==> src/rtl/uart_flash_cmd_ctrl.sv <==
// UART-to-flash command sequencer: collects framed commands from the
// receive byte stream, runs one flash op per frame, returns one response byte.
module uart_flash_cmd_ctrl #(
    parameter int unsigned TIMEOUT_CYC = 1000000,
    parameter logic [7:0]  OP_READ     = 8'h01,
    parameter logic [7:0]  OP_PROG     = 8'h02,
    parameter logic [7:0]  OP_ERASE    = 8'h03
) (
    input  logic        clk,
    input  logic        rst_n,
    input  logic        rx_flag,
    input  logic [7:0]  rx_data,
    output logic        fl_req,
    output logic [1:0]  fl_op,
    output logic [23:0] fl_addr,
    output logic [7:0]  fl_wdata,
    input  logic        fl_ack,
    input  logic [7:0]  fl_rdata,
    output logic        tx_valid,
    output logic [7:0]  tx_data,
    input  logic        tx_ready,
    output logic        busy,
    output logic        overrun
);

    localparam int TW = (TIMEOUT_CYC > 2) ? $clog2(TIMEOUT_CYC) : 1;
    localparam logic [TW-1:0] TMO_LAST = TW'(TIMEOUT_CYC - 1);

    localparam logic [1:0] FOP_READ  = 2'b01;
    localparam logic [1:0] FOP_PROG  = 2'b10;
    localparam logic [1:0] FOP_ERASE = 2'b11;

    localparam logic [7:0] RSP_OK  = 8'hAA;
    localparam logic [7:0] RSP_ERR = 8'hEE;

    typedef enum logic [2:0] {
        S_IDLE,
        S_ADDR,
        S_DATA,
        S_ISSUE,
        S_WAIT_ACK,
        S_RESP
    } state_t;

    state_t        r_state;
    state_t        w_state;
    logic [1:0]    r_cnt;
    logic [1:0]    w_cnt;
    logic [TW-1:0] r_tmo;
    logic [TW-1:0] w_tmo;
    logic          r_fl_req;
    logic          w_fl_req;
    logic [1:0]    r_fl_op;
    logic [1:0]    w_fl_op;
    logic [23:0]   r_fl_addr;
    logic [23:0]   w_fl_addr;
    logic [7:0]    r_fl_wdata;
    logic [7:0]    w_fl_wdata;
    logic          r_tx_valid;
    logic          w_tx_valid;
    logic [7:0]    r_tx_data;
    logic [7:0]    w_tx_data;
    logic          r_overrun;
    logic          w_overrun;
    logic          w_in_op;

    assign w_in_op = (r_state == S_ISSUE) ||
                     (r_state == S_WAIT_ACK) ||
                     (r_state == S_RESP);

    always_comb begin
        w_state    = r_state;
        w_cnt      = r_cnt;
        w_tmo      = '0;
        w_fl_req   = r_fl_req;
        w_fl_op    = r_fl_op;
        w_fl_addr  = r_fl_addr;
        w_fl_wdata = r_fl_wdata;
        w_tx_valid = r_tx_valid;
        w_tx_data  = r_tx_data;
        w_overrun  = r_overrun | (rx_flag & w_in_op);

        unique case (r_state)
            S_IDLE: begin
                if (rx_flag) begin
                    w_cnt      = 2'd0;
                    w_fl_wdata = 8'h00;
                    if (rx_data == OP_READ) begin
                        w_fl_op = FOP_READ;
                        w_state = S_ADDR;
                    end else if (rx_data == OP_PROG) begin
                        w_fl_op = FOP_PROG;
                        w_state = S_ADDR;
                    end else if (rx_data == OP_ERASE) begin
                        w_fl_op = FOP_ERASE;
                        w_state = S_ADDR;
                    end else begin
                        w_tx_data  = RSP_ERR;
                        w_tx_valid = 1'b1;
                        w_state    = S_RESP;
                    end
                end
            end
            S_ADDR, S_DATA: begin
                if (rx_flag) begin
                    if (r_state == S_DATA) begin
                        w_fl_wdata = rx_data;
                        w_state    = S_ISSUE;
                    end else begin
                        w_fl_addr = {r_fl_addr[15:0], rx_data};
                        w_cnt     = r_cnt + 2'd1;
                        if (r_cnt == 2'd2) begin
                            w_state = (r_fl_op == FOP_PROG) ? S_DATA : S_ISSUE;
                        end
                    end
                end else if (r_tmo == TMO_LAST) begin
                    // Stalled sender: drop the partial frame without a response
                    w_state = S_IDLE;
                end else begin
                    w_tmo = r_tmo + 1'b1;
                end
            end
            S_ISSUE: begin
                w_fl_req = 1'b1;
                w_state  = S_WAIT_ACK;
            end
            S_WAIT_ACK: begin
                if (fl_ack) begin
                    w_fl_req   = 1'b0;
                    w_tx_data  = (r_fl_op == FOP_READ) ? fl_rdata : RSP_OK;
                    w_tx_valid = 1'b1;
                    w_state    = S_RESP;
                end
            end
            S_RESP: begin
                if (tx_ready) begin
                    w_tx_valid = 1'b0;
                    w_state    = S_IDLE;
                end
            end
            default: begin
                w_state = S_IDLE;
            end
        endcase
    end

    always_ff @(posedge clk) begin
        if (!rst_n) begin
            r_state    <= S_IDLE;
            r_cnt      <= 2'd0;
            r_tmo      <= '0;
            r_fl_req   <= 1'b0;
            r_fl_op    <= 2'b00;
            r_fl_addr  <= 24'h0;
            r_fl_wdata <= 8'h00;
            r_tx_valid <= 1'b0;
            r_tx_data  <= 8'h00;
            r_overrun  <= 1'b0;
        end else begin
            r_state    <= w_state;
            r_cnt      <= w_cnt;
            r_tmo      <= w_tmo;
            r_fl_req   <= w_fl_req;
            r_fl_op    <= w_fl_op;
            r_fl_addr  <= w_fl_addr;
            r_fl_wdata <= w_fl_wdata;
            r_tx_valid <= w_tx_valid;
            r_tx_data  <= w_tx_data;
            r_overrun  <= w_overrun;
        end
    end

    assign fl_req   = r_fl_req;
    assign fl_op    = r_fl_op;
    assign fl_addr  = r_fl_addr;
    assign fl_wdata = r_fl_wdata;
    assign tx_valid = r_tx_valid;
    assign tx_data  = r_tx_data;
    assign busy     = (r_state != S_IDLE);
    assign overrun  = r_overrun;

endmodule

==> config.mk <==
export PLATFORM = sky130hd
export DESIGN_NAME = uart_flash_cmd_ctrl
export DESIGN_NICKNAME = d
export VERILOG_FILES = /design/src/rtl/uart_flash_cmd_ctrl.sv
export SDC_FILE = /design/constraint.sdc
export NUM_CORES = 1
export LEC_CHECK = 0
export ABC_AREA = 0
export BUFFER_PORTS_ARGS = -buffer_cell sky130_fd_sc_hd__clkbuf_2
export CAP_MARGIN = 20
export CORE_MARGIN = 2
export CORE_UTILIZATION = 48
export CTS_CLUSTER_SIZE = 12
export DETAILED_ROUTE_END_ITERATION = 12
export GPL_ROUTABILITY_DRIVEN = 0
export PLACE_DENSITY_LB_ADDON = 0.1
export SYNTH_ARGS = -nofsm -noshare
export SYNTH_HDL_FRONTEND = slang
export SYNTH_SLANG_ARGS = --single-unit
export TNS_END_PERCENT = 5
==> constraint.sdc <==
create_clock -name clk -period 1.55 [get_ports clk]
set_input_delay 0.31 -clock clk [delete_from_list [all_inputs] [get_ports clk]]
set_output_delay 0.31 -clock clk [all_outputs]
set_load 0.005 [all_outputs]
* After elaboration in Yosys (flattened, before gate mapping) *
Cells that the tools add are included.

operators by class
  add/sub/neg operators = 2
  multipliers = 0
  divide/modulo/power cells = 0
  $lt $le $gt $ge = 0
  equality and inequality tests = 23
  shifts and indexed selects = 0
  muxes and demuxes = 39
  bitwise logic cells = 5
  reduce and logical (&&, ||, !) cells = 19

operators by type and width
  kind                   count
  $mux 8                 9
  $pmux 8 s2             2
  $mux 3                 10
  $add 20x1->20 const B  1
  $eq 20x20->1 const B   1
  $ne 2x2->1 const B     9
  $eq 8x2->1 const B     2
  $pmux 3 s5             1
  $mux 2                 6
  $reduce_bool 3->1      3
  $eq 8x1->1 const B     1
  $mux 1                 8
  $reduce_and 4->1       2
  $reduce_and 7->1       1
  $eq 3x2->1 const B     2
  $eq 3x3->1 const B     2
  $reduce_and 3->1       2
  $reduce_and 6->1       1
  $reduce_bool 2->1      3
  $reduce_and 5->1       1
  $eq 2x2->1 const B     2
  $ne 4x4->1 const B     1
  $pmux 2 s2             1
  $reduce_or 4->1        1
  other kinds (13)       16

storage, ports and cells
  register bits = 70
  latch bits = 0
  bits in writable memories = 0
  bits in read-only memories = 0
  bits of input ports = 21
  output and inout port bits = 46
  word-level logic and storage cells = 98
  memories = 0

* Logic depth before layout (Yosys ltp) *
Gate-level depths: netlist (run 1).

  depth in word-level cells = 6
  depth in mapped cells = 7

* Least setup slack after synthesis (run 1) *
No wires, ideal clock.

  path kind = register to register
  start = reg r_tmo[0]
  end = reg r_tmo[7]
  setup time = 0.063 ns
  arrival = 1.505 ns
  data required time = 1.487 ns
  slack = -0.018 ns
  cell stages (with the launch flop) = 8
  path buffers = 2
  clock period less this slack = 1.568 ns
  cells stage by stage = dfxtp_1 > ha_1 > and3_1 > buf_2 > a31oi_4 > nand2_4 > buf_6 > nor2_4

on the way
  cells in the longest elaborated chain, start to end = 2
  elaborated cells between the ends (all ways) = 3
  those cells by class = 1 x add/sub; 1 x eq/ne; 1 x reduce/logical

RTL lines
  what                                                                   line  RTL
  from (decl)                                                            49    logic [TW-1:0] r_tmo;
  from (signal assigned)                                                 162   r_tmo <= w_tmo;
  parallel branches: the longest is 2 deep, another holds $add 20x1->20  -

Several ways; the timed one is not identified.
A chain may end at the register's enable or synchronous reset.

* Final worst setup path (run 1) *
  start = reg r_state[0]
  end = out busy

on the way
  cells in the longest elaborated chain, start to end = 1

RTL lines
  what                    line  RTL
  from (decl)             45    state_t r_state;
  from (signal assigned)  160   r_state <= w_state;
  $reduce_bool 3->1       179   assign busy = (r_state != S_IDLE);
  to (decl)               22    output logic busy,

Every way passes these cells.

==> results.md, run 1 <==
* Summed instance area of the synthesized netlist at 3060 um2
* Cell internal power dissipation at between 3 and 4 mW
* Number of nets in the layout at around 480
* Clk Latency, worst-skew pair at 330 ps
* Reg2reg start: r_state[2]$_SDFFE_PN0P_
* Final Critical Period at about 1600 ps
* Site row count at 29
* Capturing element type of the critical path: primary output
* Pin count of the biggest net entering global routing at 35
* Top Family by Delay on Critical Path: flip-flops
* Average routed wire per standard cell at 12.6 um
* Post-Synth XOR/XNOR Area at 5.43%
* Reg clk slew, reported paths at around 70 ps
* Class of the worst hold path: in2reg
* Hold Path Depth at 3
* Estimated wirelength of the detail-placed design at about 4.7 mm
* Library cell used as clock root buffer: clkbuf_8
* Core region area at ~6300 um2
* Final design area excluding fillers at between 4000 and 5000 um2
* Vias per inst at between 4 and 5
* Synth Area in Compound Gates at 15.4%
* Final-layout worst hold slack at roughly 200 ps
* Post-route setup slack at -4.70 ps
* Antenna diode instance count at 0
* Post-Layout Cell Count at between 500 and 600
* Cell count after placement at between 500 and 600
* Crit-path max cell delay at 340 ps
* Combinational family with the most area after synthesis: simple AND/OR/NAND/NOR gates
* Die ar. at between 7000 and 8000 um2
* Crit Reg-Reg Endpoint: r_state[1]$_SDFFE_PN0P_
* Violations in the final reports: negative setup slack
* Setup violators final at 1
* Maximum clock path buffer count at 2
* Detailed-router iteration count before antenna repair at 4
* Final-layout setup total negative slack at -4.70 ps
* Setup repair after global routing missed its margin: true
* Number of global-route vias before repair at 2441
* Detailed-route via count at about 2600
* DRC Markers at 0
* Initial Utilization at around half
* Worst max-slew margin expressed relative to the limit at 79.5%
* CTS tree: yes
* Commonest non-fill, non-tap cells in the layout: 76 x nand2_1, 66 x clkbuf_2, 65 x dfxtp_1, 37 x buf_4, 24 x a21boi_0
* GRT Overall Usage at 19.4%
* Final Hold Violating Endpoints at 0
* Achievable Freq at about 640 MHz
* Maximum fanout encountered on the critical timing path at 9
* Die width at roughly 84 um
* Critical Path RT at 1240 ps
* P&R area growth vs syn at 31.0%
* I/O pins at 67
* Worst Path Buf+Inv at 2
* Post-synthesis net count at 379
* Leakage at between 1.5 and 2 nW
* Synthesized area per cell at ~8.6 um2
* Yosys synthesis warning count at 0
* Post-Route Skew at ~6.4 ps
* Cell breakdown of the critical path: buf_8 > or3_1 > clkbuf_2
* Worst Tran Pin Value at roughly 310 ps
* Initial antenna violation count at 0
* Sequential fraction of design power at between 40% and 50%
* Area share of fa/ha/maj cells after synthesis at 0.817%
* Pins over their slew limit at 0
* Mux cell area share after synthesis at less than 1%
* Placed inst area at 3660 um2
* Portion of the post-synthesis area used by sequential elements at 45.8%
* Arrival time of the worst setup path at ~1200 ps
* Status: finished, violations left
* CTS hold repair buffers at 0
* Leading cell type in the layout, fill and taps excluded: nand2_1
* Simple-gate portion of the synthesized area at 28.4%
* First-pass GRT wire length at roughly 11 mm
* CTS Buf Count at 9
* Depth of the CTS H-tree at 3
* Quantity of I/O buffers inserted on ports at 66
* DRC marker count from the first detailed-route iteration at around 120
* Total detailed-routing wirelength at 6.74 mm
* Fraction of final layout cells sized beyond drive strength 1 at between 30% and 40%
* CP Launch Type: flop
* Power share of the clock group at between 20 and 30%
* Classification of the worst setup path: reg2out
* Switching power at roughly 1.4 mW
* EDFF count, synth at 0
* Synthesized netlist cell count at between 300 and 400
* Worst R2R Path Depth at 6
* FFs w/ async S/R, synth at 0%
* Max Cap Violations at 0
* Fraction of power consumed by combinational cells at 29.5%
* Final core utilization at 63.9%
* DIE HEIGHT at about 84 um
* CP max-delay cell: dfxtp_2
* Sw Ratio at between 30% and 40%
* Portion of the clock cycle consumed by the worst path in the final layout at 100%
* Remaining number of nets flagged by the antenna check after routing at 0
* Count of clock tree sinks at 70
* Grt total ovfl at 0
* Distinct cell type count of the synthesized netlist at 47
* Slack of the worst reg-to-reg path at ~50 ps
* Flip-flop and latch count after synthesis at 70
* Most used flip-flop cell after synthesis: dfxtp_1
* Launch point of the worst hold path: fl_rdata[4]
* Hold path endpoint: tx_data[4]$_SDFFE_PN0P_
* Worst ir drop on vdd at just under 0.0008 V
* Cell area power density at 1170 nW/um2
## state kept, by name, summed over array words and instances, names as in the netlist
signal and flops:
fl_req 1, r_cnt 2, tx_data 8, fl_wdata 8
overrun 1, fl_op 2, r_tmo 20, tx_valid 1
fl_addr 24, r_state 3
## metrics by stage
step / setup WS [ps] / power [mW]
2_1_floorplan: 1.42 / 2.76
3_3_place_gp: -31.2 / 3.20
3_5_place_dp: -116 / 3.21
4_1_cts: -29.2 / 4.56
5_1_grt: -43.4 / 4.97
6_report: -4.70 / 4.70
## kinds of logic (layout without fill, tap and decap cells)
logic type                 count (synthesis)  after routing
adders and majority gates                  2              2
muxes                                      1              1
AOI/OAI and AO/OA                         68             68
and+or+nand+nor                          169            169
xor gates and xnor gates                  19             19
buffers and inverters                     27            128
DFF                                       70             70
## final cells by class
cell class | instances | area (um2)
multi-input cells | 259 | 1660
flip-flops and latches | 70 | 1410
inverters | 6 | 22.5
fillers | 564 | 2260
well taps | 77 | 96.3
repair buffers | 107 | 657
clock buffers | 14 | 163
clock inverters | 1 | 5.00
## synthesized netlist by cell type (2+ instances only)
library cell   n  area share, %
nor3_1         3           0.49
ha_1           2           0.82
o21ai_0       13            2.1
nand3_1       24            3.9
nand2b_1       3           0.61
nor2b_1        3           0.61
buf_2          4           0.65
and4_1         3           0.86
dfxtp_1       70             46
a21oi_1        7            1.1
nor2_1        20            2.5
nor4b_1        2           0.57
o21ai_1        2           0.33
a21boi_1      12            2.9
nor3b_1        2           0.49
or3_1          2           0.41
and3_1         6            1.2
xor2_1        15            4.3
o31ai_1        3           0.74
clkbuf_1      15            1.8
inv_1          6           0.74
nand4_1        5            1.0
a21boi_0      24            5.9
nor2_4         9            3.3
nand2_1       76            9.3
xnor2_1        4            1.1
## power groups by stage
stage	combinational, mW	sequential [mW]	clock, mW
6_report	1.38	2.04	1.28
3_5_place_dp	1.14	2.07	0
2_1_floorplan	0.681	2.08	0
4_1_cts	1.20	2.03	1.33
5_1_grt	1.53	2.06	1.38
3_3_place_gp	1.13	2.07	0
## worst register-to-register path, stage by stage, from the launching register on
cell	delay (ps)
dfxtp_2	320
buf_4	130
or3_4	370
a31oi_4	240
buf_6	160
o21ai_1	70
a21boi_1	130
## repair_timing
action,4_1_cts,5_1_grt
setup buffers,2,4
gates resized for setup,7,24
setup endpoints to repair,11,62
pin swaps,1,6
## worst max-delay path by stage
stage                                         end  cells past startpoint  slack, ps               startpoint
after floorplan               r_tmo[7]$_SDFF_PP0_                      7          1      r_tmo[0]$_SDFF_PP0_
after global placement    tx_data[3]$_SDFFE_PN0P_                      8        -30               rx_data[7]
after detailed placement  tx_data[5]$_SDFFE_PN0P_                      8       -120               rx_data[7]
after CTS                    r_tmo[18]$_SDFF_PP0_                      5        -30  r_state[2]$_SDFFE_PN0P_
after global routing      r_state[0]$_SDFFE_PN0P_                      6        -40     r_tmo[12]$_SDFF_PP0_
final                                        busy                      3         -5  r_state[0]$_SDFFE_PN0P_
## per-layer routing
metal | GRT usage, % | routed length, um
met5 | 0 | 0
met4 | 10.1 | 129
met3 | 4.25 | 278
met2 | 31.1 | 3190
met1 | 24.5 | 3140
Note: power is estimated with default switching activity, not from simulation.
==> inputs of run 2 (changes only) <==
--- a/config.mk
+++ b/config.mk
@@ -14,6 +14,7 @@
 export DETAILED_ROUTE_END_ITERATION = 12
 export GPL_ROUTABILITY_DRIVEN = 0
 export PLACE_DENSITY_LB_ADDON = 0.1
+export REMOVE_ABC_BUFFERS = 1
 export SYNTH_ARGS = -nofsm -noshare
 export SYNTH_HDL_FRONTEND = slang
 export SYNTH_SLANG_ARGS = --single-unit
==> run 2 against run 1 <==
Effect of this change:
- the run still ends with negative setup slack left
- non-clock buffer count is 5 higher
- global-route usage is 1.3 points higher
- die area is the same
- hold slack worse by 4.6 ps
- sequential share of layout area down 1.0 points
- register-to-register slack worse by 80 ps
- core utilization increased by 1.9 points
- critical path type unchanged
- largest power group unchanged
- highest routed layer unchanged
==> results.md, run 2 (synthesized netlist as in run 1, its figures left out) <==
* Status: finished, violations left
* Violations in the final reports: negative setup slack
* CP Launch Type: flop
* Final design area excluding fillers at 4140 um2 (+3.0%)
* Reg clk slew, reported paths at 70 ps (about the same)
* GRT Overall Usage at 20.7% (+1.3 points)
* Overall power at 5.10 mW (+8.6%)
* Portion of the clock cycle consumed by the worst path in the final layout at 102% (+2.1 points)
* Total detailed-routing wirelength at 7.12 mm (+5.6%)
* Average routed wire per standard cell at 13.2 um (+4.5%)
* Site row count at 29 (unchanged)
* Register cell area after layout at 1410 um2 (unchanged)
* Setup repair after global routing missed its margin: true
* Worst R2R Path Depth at 7 (+1)
* Area of the multi-input gates at 1630 um2 (-1.9%)
* Commonest non-fill, non-tap cells in the layout: 76 x nand2_1, 66 x clkbuf_2, 65 x dfxtp_1, 37 x buf_4, 22 x nand3_1
* Clk Latency, worst-skew pair at 340 ps (about the same)
* Maximum fanout encountered on the critical timing path at 2 (-7)
* Post-Route Skew at 9.02 ps (+2.58 ps)
* Hold Path Depth at 3 (unchanged)
* I/O pins at 67 (unchanged)
* Minimum setup slack after placement at -220 ps (-104 ps)
* Launch point of the worst hold path: fl_rdata[4]
* Classification of the worst setup path: reg2out
* Leakage at 1.69 nW (+4.6%)
* Core region area at 6280 um2 (unchanged)
* Die width at 83.9 um (unchanged)
* Leading cell type in the layout, fill and taps excluded: nand2_1
* Capturing element type of the critical path: primary output
* Number of nets in the layout at 481 (+1.1%)
* Critical Path RT at 1240 ps (about the same)
* Crit Reg-Reg Endpoint: r_state[0]$_SDFFE_PN0P_
* Hold path endpoint: tx_data[4]$_SDFFE_PN0P_
* Worst max-slew margin expressed relative to the limit at 75.0% (-4.5 points)
* Die ar. at 7040 um2 (unchanged)
* Final core utilization at 65.9% (+1.9 points)
* Final-layout setup total negative slack at -73.1 ps (-68.4 ps)
* Filler cell count at 546 (-3.2%)
* Worst ir drop on vdd at 0.000750 V (-4.6%)
* Antenna diode instance count at 0 (unchanged)
* Reg2reg start: r_state[0]$_SDFFE_PN0P_
* CTS tree: yes
* First-pass GRT wire length at 11.8 mm (+5.9%)
* Maximum clock path buffer count at 2 (unchanged)
* Achievable Freq at 630 MHz (-2.0%)
* Count of clock tree sinks at 70 (unchanged)
* Vias per inst at 5.12 (+3.3%)
* Remaining number of nets flagged by the antenna check after routing at 0 (unchanged)
* Final Hold Violating Endpoints at 0 (unchanged)
* Detailed-route via count at 2766 (+4.5%)
* Depth of the CTS H-tree at 3 (unchanged)
* Slack of the worst reg-to-reg path at -30 ps (-80 ps)
* Final-layout worst hold slack at 197 ps (-4.57 ps)
* Worst Tran Pin Value at 371 ps (+63.5 ps)
* Final Critical Period at 1590 ps (+32.1 ps)
* CTS hold repair buffers at 0 (unchanged)
* Max Cap Violations at 0 (unchanged)
* Pin count of the biggest net entering global routing at 27 (-23%)
* Initial Utilization at 48.8% (unchanged)
* Initial antenna violation count at 0 (unchanged)
* Class of the worst hold path: in2reg
* Quantity of I/O buffers inserted on ports at 66 (unchanged)
* Number of global-route vias before repair at 2581 (+5.7%)
* Grt total ovfl at 0 (unchanged)
* Cell area power density at 1230 nW/um2 (+5.4%)
* Detailed-router iteration count before antenna repair at 4 (unchanged)
* Library cell used as clock root buffer: clkbuf_8
* Pins over their slew limit at 0 (unchanged)
* Post-Layout Cell Count at 540 (+1.1%)
* Placed inst area at 3720 um2 (+1.8%)
* DRC Markers at 0 (unchanged)
* P&R area growth vs syn at 35.0%
* Setup violators final at 3 (+2)
* Fraction of final layout cells sized beyond drive strength 1 at 35.4% (+0.85 points)
* Max reg flops at 24 (unchanged)
* Estimated wirelength of the detail-placed design at 4.84 mm (+3.2%)
* Arrival time of the worst setup path at 1280 ps (+40 ps)
* CTS Buf Count at 9 (unchanged)
* Cell count after placement at 517 (+0.78%)
* DRC marker count from the first detailed-route iteration at 112 (-8.9%)
* Post-route setup slack at -36.8 ps (-32.1 ps)
* DIE HEIGHT at 83.9 um (unchanged)
run 2: cell count changes in the layout (fill, tap and decap cells not counted), moves of 3 or more:
| cell | delta |
|---|---|
| clkbuf_1 | -3 |
| xor2_2 | -3 |
| a21boi_0 | -8 |
| buf_12 | +3 |
| xor2_1 | +3 |
| a21boi_1 | +7 |
run 2: critical path, cell delays in order (launching register included):
cell	delay (ps)
dfxtp_2	340
buf_6	110
or3_1	370
clkbuf_2	120
run 2: cell type report:
cell class / instances / area share (%)
multi-input cells: 259 / 39.5
flip-flops and latches: 70 / 34.0
repair buffers: 112 / 18.2
clock buffers: 10 / 3.33
well taps: 77 / 2.33
clock inverters: 6 / 2.06
inverters: 6 / 0.545
run 2: repair_timing:
| item | 4_1_cts | 5_1_grt |
|---|---|---|
| resized for setup | 16 | 22 |
| pin swaps | 4 | 6 |
| gates cloned | 1 | 1 |
| setup endpoints to repair | 2 | 61 |
| buffers inserted | 5 | 0 |
run 2: per-layer routing:
layer  vias up  share of wire [%]  track usage (%)
met5         -                  0                0
li1       1407                  -                -
met1      1286                 45             25.9
met2        59                 49             33.5
met3        14                4.5             6.03
met4         0                1.7             8.36
run 2: how the worst max path moves through the flow:
stage / from / endpoint / slack, ps / cells after the start
final: r_state[0]$_SDFFE_PN0P_ / busy / -40 / 3
after global routing: r_state[1]$_SDFFE_PN0P_ / busy / -80 / 3
after CTS: r_state[0]$_SDFFE_PN0P_ / busy / -40 / 3
after detailed placement: rx_data[7] / tx_data[0]$_SDFFE_PN0P_ / -220 / 8
after global placement: rx_data[7] / tx_data[4]$_SDFFE_PN0P_ / -200 / 8
after floorplan: r_state[0]$_SDFFE_PN0P_ / fl_addr[0]$_SDFFE_PN0P_ / -210 / 4
run 2: where the power goes:
part	internal, mW	leakage, nW	switching [mW]
Sequential	1.95	0.569	0.0846
Combinational	0.667	1.01	0.779
Clock	0.944	0.108	0.682
Total	3.56	1.69	1.55
==> inputs of run 3 (changes only) <==
--- a/config.mk
+++ b/config.mk
@@ -9,7 +9,7 @@
 export BUFFER_PORTS_ARGS = -buffer_cell sky130_fd_sc_hd__clkbuf_2
 export CAP_MARGIN = 20
 export CORE_MARGIN = 2
-export CORE_UTILIZATION = 48
+export CORE_UTILIZATION = 50
 export CTS_CLUSTER_SIZE = 12
 export DETAILED_ROUTE_END_ITERATION = 12
 export GPL_ROUTABILITY_DRIVEN = 0
==> constraint.sdc (replaced) <==
create_clock -name clk -period 2 [get_ports clk]
set_input_delay 0.4 -clock clk [delete_from_list [all_inputs] [get_ports clk]]
set_output_delay 0.4 -clock clk [all_outputs]
set_load 0.005 [all_outputs]
==> run 3 against run 2 <==
Effect of this change:
- the run now ends clean
- sequential share of layout area rose by 3.6 points
- clock power fell by 25%
- hold slack improved by 83 ps
- global-route usage fell by 0.71 points
- count of clock-buffer cells in the layout rose by 4
- power fell by 29%
- critical path depth did not move
- largest cell class unchanged
==> results.md, run 3 (synthesized netlist as in run 1, its figures left out) <==
* Status: finished, final reports clean
* Cell count after placement at 487 (-5.8%)
* Max reg flops at 24 (unchanged)
* Top Family by Delay on Critical Path: simple AND/OR/NAND/NOR gates
* Estimated wirelength of the detail-placed design at 4.34 mm (-10%)
* Final Critical Period at 1720 ps
* CP Launch Type: flop
* Critical Path RT at 1600 ps (+360 ps)
* Depth of the CTS H-tree at 3 (unchanged)
* Leakage at 1.47 nW (-13%)
* Cell area power density at 978 nW/um2 (-21%)
* Class of the worst hold path: in2reg
* Remaining number of nets flagged by the antenna check after routing at 0 (unchanged)
* Fraction of final layout cells sized beyond drive strength 1 at 25.2% (-10 points)
* Reg2reg start: r_tmo[16]$_SDFF_PP0_
* Cell breakdown of the critical path: buf_4 > or3_1 > clkbuf_2
* CP max-delay cell: or3_1
* Crit-path max cell delay at 350 ps (-20 ps)
* Sw Ratio at 29.7% (-0.62 points)
* Launching element of the worst setup path: r_state[0]$_SDFFE_PN0P_
* Filler cell count at 559 (+2.4%)
* Core region area at 5920 um2 (-5.7%)
* Clk Latency, worst-skew pair at 340 ps (about the same)
* Vias per inst at 5.14 (+0.29%)
* Average routed wire per standard cell at 12.4 um (-6.2%)
* CTS Buf Count at 9 (unchanged)
* Hold Path Depth at 3 (unchanged)
* Cell internal power dissipation at 2.56 mW (-28%)
* CTS tree: yes
* GR met2 Demand/Resource at 31.1% (-2.4 points)
* Post-Route Skew at 6.60 ps (-2.41 ps)
* Setup repair after global routing missed its margin: false
* Sequential fraction of design power at 43.5% (+3.7 points)
* WP depth at 3 (unchanged)
* Worst ir drop on vdd at 0.000502 V (-33%)
* Power share of the clock group at 33.8% (+2.0 points)
* Fraction of power consumed by combinational cells at 22.7% (-5.6 points)
* Pin count of the biggest net entering global routing at 52 (+93%)
* Initial antenna violation count at 0 (unchanged)
* I/O pins at 67 (unchanged)
* Launch point of the worst hold path: fl_rdata[4]
* Worst R2R Path Depth at 5 (-2)
* Setup violators final at 0 (-3)
* Met1 usage in global routing at 25.4% (-0.54 points)
* Worst Tran Pin Value at 377 ps (+6.05 ps)
* Switching power at 1.08 mW (-30%)
* Achievable Freq at ~580 MHz
* Post-CTS setup-driven buffer insertion count at 0 (-5)
* Global routing met3 resource utilization at 4.78% (-1.3 points)
* Leading cell type in the layout, fill and taps excluded: nand2_1
* Count of clock tree sinks at 70 (unchanged)
* Detailed-router iteration count before antenna repair at 4 (unchanged)
* Total detailed-routing wirelength at 6.21 mm (-13%)
* Library cell used as clock root buffer: clkbuf_8
* P&R area growth vs syn at 21.4%
* Max Cap Violations at 0 (unchanged)
* First-pass GRT wire length at 10.4 mm (-12%)
* Site row count at 28 (-3.4%)
* Classification of the worst setup path: reg2out
* Final-layout setup total negative slack at 0 ps (+73.1 ps)
* Hold path endpoint: tx_data[4]$_SDFFE_PN0P_
* Detailed-route via count at 2584 (-6.6%)
* Grt peak-use layer: met2
* Number of global-route vias before repair at 2295 (-11%)
* Maximum clock path buffer count at 2 (unchanged)
* Portion of the clock cycle consumed by the worst path in the final layout at 85.9%
* Pins over their slew limit at 0 (unchanged)
* Number of nets in the layout at 446 (-7.3%)
* Die ar. at 6770 um2 (-3.8%)
* DRC Markers at 0 (unchanged)
* CTS hold repair buffers at 0 (unchanged)
* Quantity of I/O buffers inserted on ports at 66 (unchanged)
* Antenna diode instance count at 0 (unchanged)
* Arrival time of the worst setup path at 1320 ps (+40 ps)
* Die width at 82.3 um (-1.9%)
* Slack of the worst reg-to-reg path at 330 ps (+360 ps)
* Worst max-slew margin expressed relative to the limit at 74.6% (-0.41 points)
* Initial Utilization at 51.7% (+2.9 points)
* DRC marker count from the first detailed-route iteration at 76 (-32%)
* Maximum fanout encountered on the critical timing path at 13 (+11)
* GRT Overall Usage at 20.0% (-0.71 points)
* Grt total ovfl at 0 (unchanged)
* Post_cts resized at 0 (-16)
* Reg clk slew, reported paths at 70 ps (about the same)
* Post-Layout Cell Count at 503 (-6.9%)
* Final Hold Violating Endpoints at 0 (unchanged)
* Worst Path Buf+Inv at 2 (unchanged)
* Capturing element type of the critical path: primary output
* Crit Reg-Reg Endpoint: r_tmo[18]$_SDFF_PP0_
* Commonest non-fill, non-tap cells in the layout: 76 x nand2_1, 70 x dfxtp_1, 66 x clkbuf_2, 24 x a21boi_0, 24 x nand3_1
* DIE HEIGHT at 82.3 um (-1.9%)
[run 3: cell types whose count changed in the layout (fill, tap and decap cells not counted), sizes merged]
| cell | previous run | this run |
|---|---|---|
| bufbuf | 1 | 0 |
| bufinv | 2 | 1 |
| clkinv | 2 | 0 |
| buf | 45 | 11 |
| clkbuf | 76 | 80 |
| clkinvlp | 2 | 1 |
[run 3: final cells by class]
class                      instances  area, um2  area share (%)
tap                               75       93.8            2.52
sequential                        70       1400            37.7
multi-input combinational        259       1540            41.5
timing repair buffer              77        438            11.8
clock inverter                     2       37.5            1.01
clock buffer                      14        183            4.91
inverter                           6       22.5           0.605
[run 3: metrics by stage]
step                      hold slack [ps]  area (um2)  power, mW  util, %  worst slack, ps
after floorplan                       451        2970       2.08        -              237
after global placement                440        3500       2.45     59.1              173
after detailed placement              448        3500       2.45     59.1              189
after CTS                             263        3720       3.68     62.8              262
after global routing                  276        3720       3.86     62.8              148
final                                 280        3720       3.64     62.8              281
[run 3: power by group through the flow]
stage	clock network [mW]	registers (mW)	logic (mW)
6_report	1.23	1.58	0.827
5_1_grt	1.32	1.60	0.942
4_1_cts	1.26	1.58	0.837
3_5_place_dp	0	1.62	0.833
3_3_place_gp	0	1.62	0.829
2_1_floorplan	0	1.64	0.442
[run 3: worst max path at each step]
stage / end / slack, ps
final: busy / 280
after global routing: r_tmo[18]$_SDFF_PP0_ / 150
after CTS: busy / 260
after detailed placement: tx_data[6]$_SDFFE_PN0P_ / 190
after global placement: tx_data[6]$_SDFFE_PN0P_ / 170
after floorplan: fl_addr[0]$_SDFFE_PN0P_ / 240
[run 3: routing by layer]
| metal | wire length [um] | vias to the layer above |
|---|---|---|
| li1 | - | 1343 |
| met1 | 3030 | 1186 |
| met2 | 2780 | 45 |
| met3 | 279 | 10 |
| met4 | 130 | 0 |
| met5 | 0 | - |
[run 3: tightest hold or removal path, stage by stage]
cell	delay [ps]
clkbuf_2	80
nand2_1	50
o31ai_1	50
